<file path="config.mk">
export PLATFORM = sky130hd
export DESIGN_NAME = imm_issue_seq_flat
export DESIGN_NICKNAME = d
export VERILOG_FILES = /design/src/rtl/imm_issue_seq_if.sv /design/src/rtl/imm_issue_seq.sv /design/src/flat_wrapper.sv
export SDC_FILE = /design/constraint.sdc
export NUM_CORES = 1
export LEC_CHECK = 0
export CORE_ASPECT_RATIO = 0.9
export CORE_UTILIZATION = 45
export DETAILED_ROUTE_END_ITERATION = 8
export PLACE_DENSITY = 0.83
export SLEW_MARGIN = 20
export SYNTH_ARGS = -nofsm -noshare
export SYNTH_HDL_FRONTEND = slang
export SYNTH_SLANG_ARGS = --single-unit
</file>
<file path="constraint.sdc">
create_clock -name clk -period 2.7 [get_ports clk]
set_input_delay 0.81 -clock clk [delete_from_list [all_inputs] [get_ports clk]]
set_output_delay 0.81 -clock clk [all_outputs]
set_load 0.005 [all_outputs]
</file>
<file path="src/rtl/imm_issue_seq_if.sv">
// Fetch, control-unit and ID/EX signal bundle of the issue sequencer.
// The slave modport is the sequencer; the master modport is its surroundings.
interface imm_issue_seq_if #(
    parameter int INSTR_W = 16
) ();
    logic               if_valid;
    logic [INSTR_W-1:0] if_instr;
    logic               if_ready;
    logic               id_stall;
    logic [5:0]         cu_opcode;
    logic               cu_flush;
    logic [3:0]         cu_mem;
    logic [5:0]         cu_ex;
    logic [2:0]         cu_wb;
    logic               idex_valid;
    logic [3:0]         idex_mem;
    logic [5:0]         idex_ex;
    logic [2:0]         idex_wb;
    logic [INSTR_W-1:0] idex_imm;

    modport slave (
        input  if_valid, if_instr, id_stall, cu_flush, cu_mem, cu_ex, cu_wb,
        output if_ready, cu_opcode, idex_valid, idex_mem, idex_ex, idex_wb, idex_imm
    );

    modport master (
        output if_valid, if_instr, id_stall, cu_flush, cu_mem, cu_ex, cu_wb,
        input  if_ready, cu_opcode, idex_valid, idex_mem, idex_ex, idex_wb, idex_imm
    );
endinterface

</file>
<file path="src/rtl/imm_issue_seq.sv">
// Decode-to-execute issue sequencer: registers the control-unit bundle into ID/EX and
// pairs two-word instructions (control unit raises flush) with their immediate word.
module imm_issue_seq #(
    parameter int INSTR_W = 16,
    parameter int OPC_LSB = 10
) (
    input  logic            clk,
    input  logic            rst,
    imm_issue_seq_if.slave  bus
);
    localparam logic [5:0] OPC_NOP = 6'b000101;

    typedef enum logic {RUN, WAIT_IMM} state_t;

    typedef struct packed {
        logic [3:0] mem;
        logic [5:0] ex;
        logic [2:0] wb;
    } ctl_t;

    localparam ctl_t CTL_NOP = '{mem: 4'b0000, ex: 6'b000010, wb: 3'b011};

    state_t             r_state, w_state_nxt;
    ctl_t               r_pend, w_pend_nxt;
    ctl_t               r_ctl, w_ctl_nxt;
    ctl_t               w_cu;
    logic               r_valid, w_valid_nxt;
    logic [INSTR_W-1:0] r_imm, w_imm_nxt;
    logic               w_accept;

    assign w_accept      = bus.if_valid && !bus.id_stall;
    assign w_cu          = '{mem: bus.cu_mem, ex: bus.cu_ex, wb: bus.cu_wb};
    assign bus.if_ready  = !bus.id_stall;
    // Immediate data must never reach the decoder as an opcode.
    assign bus.cu_opcode = (r_state == WAIT_IMM) ? OPC_NOP
                                                 : bus.if_instr[OPC_LSB+5:OPC_LSB];

    always_comb begin
        w_state_nxt = r_state;
        w_pend_nxt  = r_pend;
        w_ctl_nxt   = r_ctl;
        w_valid_nxt = r_valid;
        w_imm_nxt   = r_imm;
        if (!bus.id_stall) begin
            w_ctl_nxt   = CTL_NOP;
            w_valid_nxt = 1'b0;
            w_imm_nxt   = '0;
            case (r_state)
                RUN: begin
                    if (w_accept) begin
                        if (bus.cu_flush) begin
                            w_pend_nxt  = w_cu;
                            w_state_nxt = WAIT_IMM;
                        end else begin
                            w_ctl_nxt   = w_cu;
                            w_valid_nxt = 1'b1;
                        end
                    end
                end
                WAIT_IMM: begin
                    if (w_accept) begin
                        w_ctl_nxt   = r_pend;
                        w_imm_nxt   = bus.if_instr;
                        w_valid_nxt = 1'b1;
                        w_state_nxt = RUN;
                    end
                end
                default: w_state_nxt = RUN;
            endcase
        end
    end

    always_ff @(posedge clk) begin
        if (rst) begin
            r_state <= RUN;
            r_pend  <= '0;
            r_ctl   <= CTL_NOP;
            r_valid <= 1'b0;
            r_imm   <= '0;
        end else begin
            r_state <= w_state_nxt;
            r_pend  <= w_pend_nxt;
            r_ctl   <= w_ctl_nxt;
            r_valid <= w_valid_nxt;
            r_imm   <= w_imm_nxt;
        end
    end

    assign bus.idex_valid = r_valid;
    assign bus.idex_mem   = r_ctl.mem;
    assign bus.idex_ex    = r_ctl.ex;
    assign bus.idex_wb    = r_ctl.wb;
    assign bus.idex_imm   = r_imm;
endmodule

</file>
<file path="src/flat_wrapper.sv">
// flat-port wrapper written by rule: the top's interface ports become plain ports
module imm_issue_seq_flat 
#(
    parameter int INSTR_W = 16,
    parameter int OPC_LSB = 10
)
  (clk, rst, bus_if_valid, bus_if_instr, bus_id_stall, bus_cu_flush, bus_cu_mem, bus_cu_ex, bus_cu_wb, bus_if_ready, bus_cu_opcode, bus_idex_valid, bus_idex_mem, bus_idex_ex, bus_idex_wb, bus_idex_imm);
  imm_issue_seq_if #(.INSTR_W(INSTR_W)) bus_i ();
  input  logic clk;
  input  logic rst;
  input wire logic [$bits(bus_i.if_valid)-1:0] bus_if_valid;
  input wire logic [$bits(bus_i.if_instr)-1:0] bus_if_instr;
  input wire logic [$bits(bus_i.id_stall)-1:0] bus_id_stall;
  input wire logic [$bits(bus_i.cu_flush)-1:0] bus_cu_flush;
  input wire logic [$bits(bus_i.cu_mem)-1:0] bus_cu_mem;
  input wire logic [$bits(bus_i.cu_ex)-1:0] bus_cu_ex;
  input wire logic [$bits(bus_i.cu_wb)-1:0] bus_cu_wb;
  output wire logic [$bits(bus_i.if_ready)-1:0] bus_if_ready;
  output wire logic [$bits(bus_i.cu_opcode)-1:0] bus_cu_opcode;
  output wire logic [$bits(bus_i.idex_valid)-1:0] bus_idex_valid;
  output wire logic [$bits(bus_i.idex_mem)-1:0] bus_idex_mem;
  output wire logic [$bits(bus_i.idex_ex)-1:0] bus_idex_ex;
  output wire logic [$bits(bus_i.idex_wb)-1:0] bus_idex_wb;
  output wire logic [$bits(bus_i.idex_imm)-1:0] bus_idex_imm;
  assign bus_i.if_valid = bus_if_valid;
  assign bus_i.if_instr = bus_if_instr;
  assign bus_i.id_stall = bus_id_stall;
  assign bus_i.cu_flush = bus_cu_flush;
  assign bus_i.cu_mem = bus_cu_mem;
  assign bus_i.cu_ex = bus_cu_ex;
  assign bus_i.cu_wb = bus_cu_wb;
  assign bus_if_ready = bus_i.if_ready;
  assign bus_cu_opcode = bus_i.cu_opcode;
  assign bus_idex_valid = bus_i.idex_valid;
  assign bus_idex_mem = bus_i.idex_mem;
  assign bus_idex_ex = bus_i.idex_ex;
  assign bus_idex_wb = bus_i.idex_wb;
  assign bus_idex_imm = bus_i.idex_imm;
  imm_issue_seq #(.INSTR_W(INSTR_W), .OPC_LSB(OPC_LSB)) u_core (.clk(clk), .rst(rst), .bus(bus_i));
endmodule
</file>
==> flow_summary.toml <==
[run_status]
status = "completed"

[timing]
max_clock_freq_ghz = 0.389
setup_ws_ps = 126
period_share_pct = 95.3
skew_ps = 3.71
setup_viol_count_final = 0
fin_crit_ps = 2570
grt_setup_unrepaired = "no"
worst_pin_slew_ps = 615
drv_slew = 0
slew_headroom_pct = 58.7
final-hold-violation-count = 0

[worst_setup_path]
cp-start-kind = "input pin"
required_ps = 1890
crit_arrival_ps = 1760
worstSetupPathType = "input pin to output pin"
cp_max_fo = 2
r2r-end = "u_core.bus.idex_imm[15]$_SDFFE_PP0N_"
worst_setup_path_end_kind = "output pin"
crit_path_end = "bus_cu_opcode[0]"
reg2reg_from = "u_core.r_state$_SDFFE_PP0N_"
worst-r2r-cell-count = 5
startpoint = "bus_if_instr[10]"
r2r_slack_ps = 960

[synth]
synth-simple-area-share_pct = 20.0
yosysUniqueCellTypes = 23
synthMuxAreaShare_pct = 0
synthXorXnorAreaFrac_pct = 0
ys_seq_area_share_pct = 49.7
postSynthAreaPerCell_um2 = 9.04
synth_compound_area_share_pct = 24.6
netlist_area_um2 = 1770
syn-num-nets = 230
synthAdderAreaFrac_pct = 0
yosys_warnings = 0
synth_top_family_by_area = "compound AO/OA/AOI/OAI gates"
ys_ff_latch = 44
synthCells = 196

[cells_and_area]
utilization_pct = 69.6
layout.nets = 299
drive_gt1_share_pct = 12.0
seqCellArea_um2 = 881
final_cells = 312
fill_cells = 352
antenna_cells = 0
multi_input_area_um2 = 790
syn_to_final_growth_pct = 46.5

[power]
combPwrFrac_pct = 13.4
peakVddDrop_v = 0.000364
clkPwrFrac_pct = 33.3
p_leak_uw = 0.000911
power.density_nw_per_um2 = 488
p_sw_share_pct = 23.7
p_int_uw = 966
power_uw = 1270
netSwitchingPower_uw = 299
p_seq_share_pct = 53.3

[detailed_routing]
drc_errors = 0
drtPass1Iterations = 4
drt_iter0_markers = 87
via_per_inst = 5.11
wl_mm = 4.25
wire_per_inst_um = 13.6
num_vias = 1594
postRouteAntennaNets = 0

[clocking]
cts_sinks = 44
tritoncts = "yes"
cts_made_buffers = 5
cts_repair_resize_count = 6
root_buffer = "clkbuf_8"
cts_setup_buffers = 0
clock_latency_ps = 290
cts_hold_buf = 0
h-tree-depth = 2
cts.clk_slew.worst_paths_ps = 80
cts_buffer_depth = 2

[floorplanning]
pin_count = 71
fp-row-count = 21
die_h_um = 61.5
start_util_pct = 47.5
die_area_um2 = 4190
core_um2 = 3730
die_w_um = 68.1

[placed_design]
hpwl_mm = 3.00
dp_cells = 304
dpl_worst_slack_ps = -67.1
port_buffers = 70
place.gp.congestion = 0.809

[global_route]
grtUsageTotal_pct = 21.7
grt_max_degree = 43
antenna_found_initial = 0
grt_pass1_vias = 1438
grt_pass1_wl_mm = 6.62
grt_overflow = 0

[worst_hold_path]
hp-class = "flop to flop"

[flow_run]
maxCapViolCount = 0
-- Yosys cell counts --
cell type	instances	area (um2)
or2_2	2	12.5
buf_4	2	15.0
inv_1	2	7.51
and3b_1	1	8.76
o31ai_1	3	22.5
a22oi_1	13	97.6
nor3b_1	3	22.5
nor2_1	17	63.8
a21oi_1	25	125
nand4bb_1	1	11.3
buf_6	2	22.5
and4bb_2	1	12.5
nor3_1	3	15.0
clkbuf_1	7	26.3
nor4b_4	1	23.8
a211oi_1	6	45.0
o21ai_0	4	20.0
a22oi_2	10	125
dfxtp_1	44	881
nand2_1	34	128
nand2b_1	4	25.0
nor2b_1	5	31.3
buf_2	6	30.0
-- cell type report --
class                      instances  share of cell area [%]
clock buffer                       6                    3.18
clock inverter                     2                   0.386
inverter                           2                   0.289
multi-input combinational        133                    30.4
sequential                        44                    33.9
tap                               46                    2.22
timing repair buffer              79                    29.6
-- routing by layer --
layer | vias to the layer above | routed length, um | GRT usage, %
met5 | - | 0 | 0
met4 | 0 | 53 | 8.93
met3 | 5 | 200 | 4.81
met2 | 37 | 2080 | 36.8
met1 | 731 | 1920 | 26.5
li1 | 821 | - | -
-- layout by cell type, fill, tap and decap left out, types with 4 or more instances in the layout --
cell type	Yosys	final
a21oi_1	25	25
o21ai_0	4	4
a22oi_2	10	10
buf_4	2	8
a211oi_1	6	6
nand2_1	34	34
dfxtp_1	44	44
nor2_1	17	17
nand2b_1	4	4
nor2b_1	5	5
dlygate4sd2_1	0	6
a22oi_1	13	13
clkdlybuf4s50_1	0	63
clkbuf_8	0	6
-- critical path, stage by stage --
cell and delay [ps]:
clkdlybuf4s50_1 420, or2_2 270, dlygate4sd2_1 260
-- power by group through the flow --
stage | clock (uW) | combinational (uW) | sequential (uW)
after global routing | 463 | 184 | 677
after global placement | 0 | 173 | 689
after detailed placement | 0 | 174 | 690
after CTS | 430 | 171 | 675
after floorplan | 0 | 70.7 | 689
final | 422 | 169 | 675
-- registers in the layout, indices dropped and copies added, names as in the netlist --
register               cells
u_core.bus.idex_valid      1
u_core.r_state             1
u_core.bus.idex_ex         6
u_core.bus.idex_wb         3
u_core.r_pend             13
u_core.bus.idex_mem        4
u_core.bus.idex_imm       16
-- logic make-up after synthesis --
group / count (synthesis)
DFF: 44
buffers and inverters: 19
AOI/OAI and AO/OA: 61
and+or+nand+nor: 72
-- how the worst min path moves through the flow --
stage,start,to,cells past startpoint
floorplan,u_core.r_pend[0]$_SDFFE_PP0P_,u_core.r_pend[0]$_SDFFE_PP0P_,2
global placement,u_core.r_pend[4]$_SDFFE_PP0P_,u_core.r_pend[4]$_SDFFE_PP0P_,2
detailed placement,u_core.r_pend[3]$_SDFFE_PP0P_,u_core.bus.idex_ex[0]$_SDFFE_PP0N_,2
CTS,u_core.r_pend[3]$_SDFFE_PP0P_,u_core.bus.idex_ex[0]$_SDFFE_PP0N_,2
global route,u_core.r_pend[3]$_SDFFE_PP0P_,u_core.bus.idex_ex[0]$_SDFFE_PP0N_,2
finish,u_core.r_pend[5]$_SDFFE_PP0P_,u_core.bus.idex_ex[2]$_SDFFE_PP0N_,2
-- metrics by stage --
step	cell area, um2	hold slack [ps]	TNS [ps]
after global placement	2510	437	-133
after floorplan	1770	431	0
after detailed placement	2510	443	-203
after global routing	2600	466	0
final	2600	454	0
after CTS	2600	455	0
No activity file was read; power rests on OpenSTA's default activity.
==> patch 1 (config.mk and constraints unchanged) <==
`INSTR_W` is set to 16 in 3 places; all go to 20.
--- a/src/rtl/imm_issue_seq_if.sv
+++ b/src/rtl/imm_issue_seq_if.sv
@@ -1,7 +1,7 @@
 // Fetch, control-unit and ID/EX signal bundle of the issue sequencer.
 // The slave modport is the sequencer; the master modport is its surroundings.
 interface imm_issue_seq_if #(
-    parameter int INSTR_W = 16
+    parameter int INSTR_W = 20
 ) ();
     logic               if_valid;
     logic [INSTR_W-1:0] if_instr;
--- a/src/rtl/imm_issue_seq.sv
+++ b/src/rtl/imm_issue_seq.sv
@@ -1,7 +1,7 @@
 // Decode-to-execute issue sequencer: registers the control-unit bundle into ID/EX and
 // pairs two-word instructions (control unit raises flush) with their immediate word.
 module imm_issue_seq #(
-    parameter int INSTR_W = 16,
+    parameter int INSTR_W = 20,
     parameter int OPC_LSB = 10
 ) (
     input  logic            clk,
--- a/src/flat_wrapper.sv
+++ b/src/flat_wrapper.sv
@@ -1,7 +1,7 @@
 // flat-port wrapper written by rule: the top's interface ports become plain ports
 module imm_issue_seq_flat 
 #(
-    parameter int INSTR_W = 16,
+    parameter int INSTR_W = 20,
     parameter int OPC_LSB = 10
 )
   (clk, rst, bus_if_valid, bus_if_instr, bus_id_stall, bus_cu_flush, bus_cu_mem, bus_cu_ex, bus_cu_wb, bus_if_ready, bus_cu_opcode, bus_idex_valid, bus_idex_mem, bus_idex_ex, bus_idex_wb, bus_idex_imm);
Interface: changed (resized bus_idex_imm and bus_if_instr); port bits go from 71 to 79. No check against the original RTL was run, so the function may have changed too.
==> patch 1 against the original RTL <==
Power rose by 16%. Wire length rose by 8.7%. Design area rose by 6.6%. Worst setup slack got worse by 110 ps. Fmax fell by 3.9%. Critical path depth did not move. Area after synthesis rose by 4.3%. Sequential cell count rose by 4. Critical path type unchanged. Critical endpoint is now bus_if_ready.
==> patch 1: results (changes against the original RTL) <==
| Metric | Value |
|---|---|
| WL met2 | `2152 um (was 2077 um)` |
| Max Cap Viol | `0 (unchanged)` |
| Fill count | `308 (was 352)` |
| Worst VDD drop | `0.0003452 V (was 0.0003642 V)` |
| Run status | `complete, no violations (unchanged)` |
| Layout cell share with drive strength beyond 1 | `0.06360 (was 0.1203)` |
| Synth area leaders | `dfxtp_1, a22oi_1, nand2_1 (was dfxtp_1, nand2_1, a21oi_1)` |
| Syn Nets | `247 (was 230)` |
| Post-synthesis adder-cell area fraction | `0 (unchanged)` |
| Post-Route WL | `4620 um (was 4250 um)` |
| Synth Area in Compound Gates | `0.2248 (was 0.2458)` |
| Clk_skew | `5.502 ps (was 3.705 ps)` |
| PortBufs | `78 (was 70)` |
| Part of the Yosys area used for sequential elements | `0.5200 (was 0.4972)` |
| Via count | `1,731 (was 1,594)` |
| Routability cong. | `0.7355 (was 0.8086)` |
| Met3 wire length | `357 um (was 200 um)` |
| Pleak | `0.0009799 uW (was 0.0009115 uW)` |
| First-pass GRT wire length | `7748 um (was 6624 um)` |
| Final net count | `320 (was 299)` |
| Max incr delay on CP | `520 ps (was 420 ps)` |
| Post-synth top cells | `dfxtp_1, nand2_1, a22oi_1 (was dfxtp_1, nand2_1, a21oi_1)` |
| Distinct cell type count after synthesis | `22 (was 23)` |
| DR iter-0 viols | `122 (was 87)` |
| Async SR Flop Fraction | `0 (unchanged)` |
| Detail Placement HPWL | `2944 um (was 2995 um)` |
| Setup Fix Bufs, Post-CTS | `0 (unchanged)` |
| Largest net degree at the start of global routing | `49 (was 43)` |
| Crit path DAT | `1870 ps (was 1760 ps)` |
| Antenna violations before repair | `0 (unchanged)` |
| Flip-flop count of the largest register, all copies and words added | `20 (was 16)` |
| Met1 Wirelength | `2060 um (was 1919 um)` |
| Overall global routing resource usage | `0.2228 (was 0.2167)` |
| Vias in the first global route | `1,607 (was 1,438)` |
| Max_slew headroom | `0.6774 (was 0.5873)` |
## patch 1: area by class of cell
cell class                 count  area (um2)  area share
clock buffer                   7       96.34     0.03481
clock inverter                 1       30.03     0.01085
inverter                       2       7.507    0.002712
multi-input combinational    141       784.5      0.2835
sequential                    48       960.9      0.3472
tap                           46       57.56     0.02080
timing repair buffer          84       830.8      0.3002
## patch 1: routing by layer
layer  GRT usage  vias up
met5           0        -
met4     0.06122        0
met3     0.06452        6
met2      0.3714       70
met1      0.2806      786
li1            -      869
## patch 1: cell families (layout without fill, tap and decap cells)
logic type	after synthesis	in the layout
AO/OA/AOI/OAI	65	65
flip-flops	48	48
buffers and inverters	20	94
AND/OR/NAND/NOR	76	76
## patch 1: per-stage QoR
step | cells | setup WS (ps) | area, um2 | setup TNS [ps] | utilization
finish | 329 | 20.95 | 2768 | 0 | 0.7215
detailed placement | 321 | -50.40 | 2649 | -167.6 | 0.6905
global route | 329 | 14.43 | 2768 | 0 | 0.7215
floorplan | 209 | 646.8 | 1848 | 0 | -
CTS | 329 | 27.40 | 2768 | 0 | 0.7215
global placement | 321 | -41.05 | 2649 | -127.8 | 0.6905
## patch 1: worst paths after layout
kind                                 to  slack, ps              from
setup / recovery           bus_if_ready         20      bus_id_stall
hold / removal         u_core.r_pend[0]        460  u_core.r_pend[0]
setup reg to reg  u_core.bus.idex_ex[0]       1150    u_core.r_state
hold reg to reg        u_core.r_pend[0]        460  u_core.r_pend[0]
## patch 1: worst max-delay path, delay by kind of cell
kind	cells	cell delay, ps
buffers and inverters	3	1050
## patch 1: power breakdown
group | switching, uW | leakage (uW) | internal (uW)
Sequential | 9.52 | 0.000389 | 724
Clock | 234 | 0.0000645 | 327
Combinational | 72.7 | 0.000526 | 101
Total | 316 | 0.000980 | 1150
==> patch 2 (config.mk and constraints unchanged) <==
Made on the original files. `r_imm` no longer has a reset.
--- a/src/rtl/imm_issue_seq.sv
+++ b/src/rtl/imm_issue_seq.sv
@@ -76,14 +76,16 @@
             r_pend  <= '0;
             r_ctl   <= CTL_NOP;
             r_valid <= 1'b0;
-            r_imm   <= '0;
         end else begin
             r_state <= w_state_nxt;
             r_pend  <= w_pend_nxt;
             r_ctl   <= w_ctl_nxt;
             r_valid <= w_valid_nxt;
-            r_imm   <= w_imm_nxt;
         end
+    end
+
+    always_ff @(posedge clk) begin
+        r_imm <= w_imm_nxt;
     end
 
     assign bus.idex_valid = r_valid;
Formal check against the unedited RTL: differs if rst is asserted again (counterexample within 4 cycles, from zero or initial values and one cycle with rst high); with rst held inactive, the same outputs for 10 cycles.
==> patch 2 against the original RTL <==
Register-to-register slack lost 120 ps. Critical endpoint unchanged. Largest power group unchanged. Clock skew decreased by 1.6 ps. Wire length decreased by 9.7%. Global-route usage decreased by 2.0 points. Via count fell by 4.6%. Sequential cell count unchanged. Largest cell class unchanged. Critical path type unchanged. Sequential power increased by 7.4%. Non-clock buffer count is the same. Design area grew 0.87%. Power is 11% higher. Clock power grew 16%. Worst setup slack improved by 10 ps. Area after synthesis fell by 1.3%.
==> patch 2: results (changes against the original RTL) <==
| Metric | Value |
|---|---|
| Overall global routing resource usage | `0.1965 (was 0.2167)` |
| Root Buffer | `clkbuf_8 (unchanged)` |
| Pre-antenna DRT Iters | `4 (unchanged)` |
| Run status | `complete, no violations (unchanged)` |
| Max incr delay on CP | `410 ps` |
| H-tree Lvls | `2 (unchanged)` |
| Routability cong. | `0.7707 (was 0.8086)` |
| Antenna violations before repair | `0 (unchanged)` |
| Detail Placement HPWL | `2703 um (was 2995 um)` |
| Largest net degree at the start of global routing | `44 (was 43)` |
| Reg2reg setup slack | `840 ps (was 960 ps)` |
| Layout cell share with drive strength beyond 1 | `0.08502 (was 0.1203)` |
| Via count | `1,520 (was 1,594)` |
| FF-to-FF End | `u_core.bus.idex_ex[3] (was u_core.bus.idex_imm[15])` |
| CP Capture Point | `bus_cu_opcode[0] (unchanged)` |
| Crit. End Element | `output port (unchanged)` |
| Warnings, synthesis | `0 (unchanged)` |
| Worst-path clk slew | `80 ps (about the same)` |
| Synth area leaders | `dfxtp_1, edfxtp_1, nand2_1 (was dfxtp_1, nand2_1, a21oi_1)` |
| Worst skew pair latency | `290 ps (about the same)` |
| Vias in the first global route | `1,321 (was 1,438)` |
| DR iter-0 viols | `113 (was 87)` |
| Power per cell area | `536.2 nW/um2 (was 487.6 nW/um2)` |
| Post-Route WL | `3836 um (was 4250 um)` |
| Fill count | `305 (was 352)` |
| Final net count | `280 (was 299)` |
| CP max-delay cell | `clkdlybuf4s50_1 (unchanged)` |
| First-pass GRT wire length | `5899 um (was 6624 um)` |
| Antenna Cells | `0 (unchanged)` |
| R2R cell count | `4 (was 5)` |
| Fin Setup TNS | `0 ps (unchanged)` |
| Area after DPL | `2516 um2 (was 2511 um2)` |
| Pleak | `0.001013 uW (was 0.0009115 uW)` |
| Max Cap Viol | `0 (unchanged)` |
| Min-Delay Path Class | `reg2reg (unchanged)` |
| PortBufs | `70 (unchanged)` |
| Part of the Yosys area used for sequential elements | `0.5951 (was 0.4972)` |
| Distinct cell type count after synthesis | `24 (was 23)` |
| Syn Nets | `207 (was 230)` |
| Worst r2r src | `u_core.r_state (unchanged)` |
| Async SR Flop Fraction | `0 (unchanged)` |
| Clk_skew | `2.069 ps (was 3.705 ps)` |
| Worst VDD drop | `0.0003440 V (was 0.0003642 V)` |
| CTS Buffer Depth | `2 (unchanged)` |
| Crit-path max FO | `2 (unchanged)` |
| Flip-flop count of the largest register, all copies and words added | `16 (unchanged)` |
| Max_slew headroom | `0.4555 (was 0.5873)` |
| Post-synth EDFFs | `16 (was 0)` |
| Post-synth top cells | `dfxtp_1, nand2_1, and3_1, edfxtp_1, a21oi_1 (was dfxtp_1, nand2_1, a21oi_1)` |
| Total CTS buffers | `5 (unchanged)` |
| Family with the most delay on the worst path | `buffers and inverters (unchanged)` |
## patch 2: cell count changes in the layout (fill, tap and decap cells not counted), moves of 7 or more
cell,before,now
a21oi_1,25,15
a221oi_1,0,10
a22oi_1,13,0
a22oi_2,10,0
and3_1,0,16
dfxtp_1,44,28
edfxtp_1,0,16
nand2_1,34,27
nor3_1,3,10
## patch 2: how the worst min path moves through the flow
stage	start	endpoint	slack, ps	depth (start not counted)
final	u_core.r_pend[4]	u_core.r_pend[4]	450	2
after global routing	u_core.r_pend[6]	u_core.r_pend[6]	480	2
after CTS	u_core.r_pend[4]	u_core.r_pend[4]	450	2
after detailed placement	u_core.r_pend[4]	u_core.r_pend[4]	440	2
after global placement	u_core.r_pend[1]	u_core.r_pend[1]	440	2
after floorplan	u_core.r_pend[0]	u_core.r_pend[0]	430	2
## patch 2: per-layer routing
layer  vias up  global-route usage  wire length (um)
li1        763                   -                 -
met1       684              0.2438              1733
met2        68              0.3211              1711
met3         5             0.07222               356
met4         0             0.05775                35
met5         -                   0                 0
## patch 2: area by class of cell
class	count	area share
Sequential cell	44	0.3975
Timing Repair Buffer	79	0.2900
Multi-Input combinational cell	114	0.2451
Clock buffer	5	0.02628
Tap cell	46	0.02198
Clock inverter	3	0.01624
Inverter	2	0.002867
## patch 2: logic make-up after synthesis
family	share of synthesized area
flops	0.5951
buf+inv	0.03791
simple gates	0.2368
compound gates	0.1302
## patch 2: worst register-to-register path: stages, from the launching register on
cell	delay (ps)
dfxtp_1	440
buf_4	240
and2_1	690
a221oi_1	230
nor3_1	190
## patch 2: power by group
part           switching (uW)  internal, uW
logic                    75.7           115
registers                11.8           713
clock network             216           274
## patch 2: metrics by stage
stage          worst slack (ps)  total power [uW]  std cells
6_report                  136.8              1404        293
5_1_grt                   102.0              1466        293
4_1_cts                   129.1              1419        293
3_5_place_dp             -48.93             936.2        285
3_3_place_gp             -56.22             933.4        285
2_1_floorplan             316.8             808.2        173
## patch 2: repair_timing
action | CTS | global route
setup buffers | 0 | 0
setup endpoints to repair | 7 | 0
gates resized for setup | 7 | 0
endpoints found under the hold margin | 0 | 0
hold buffers | 0 | 0
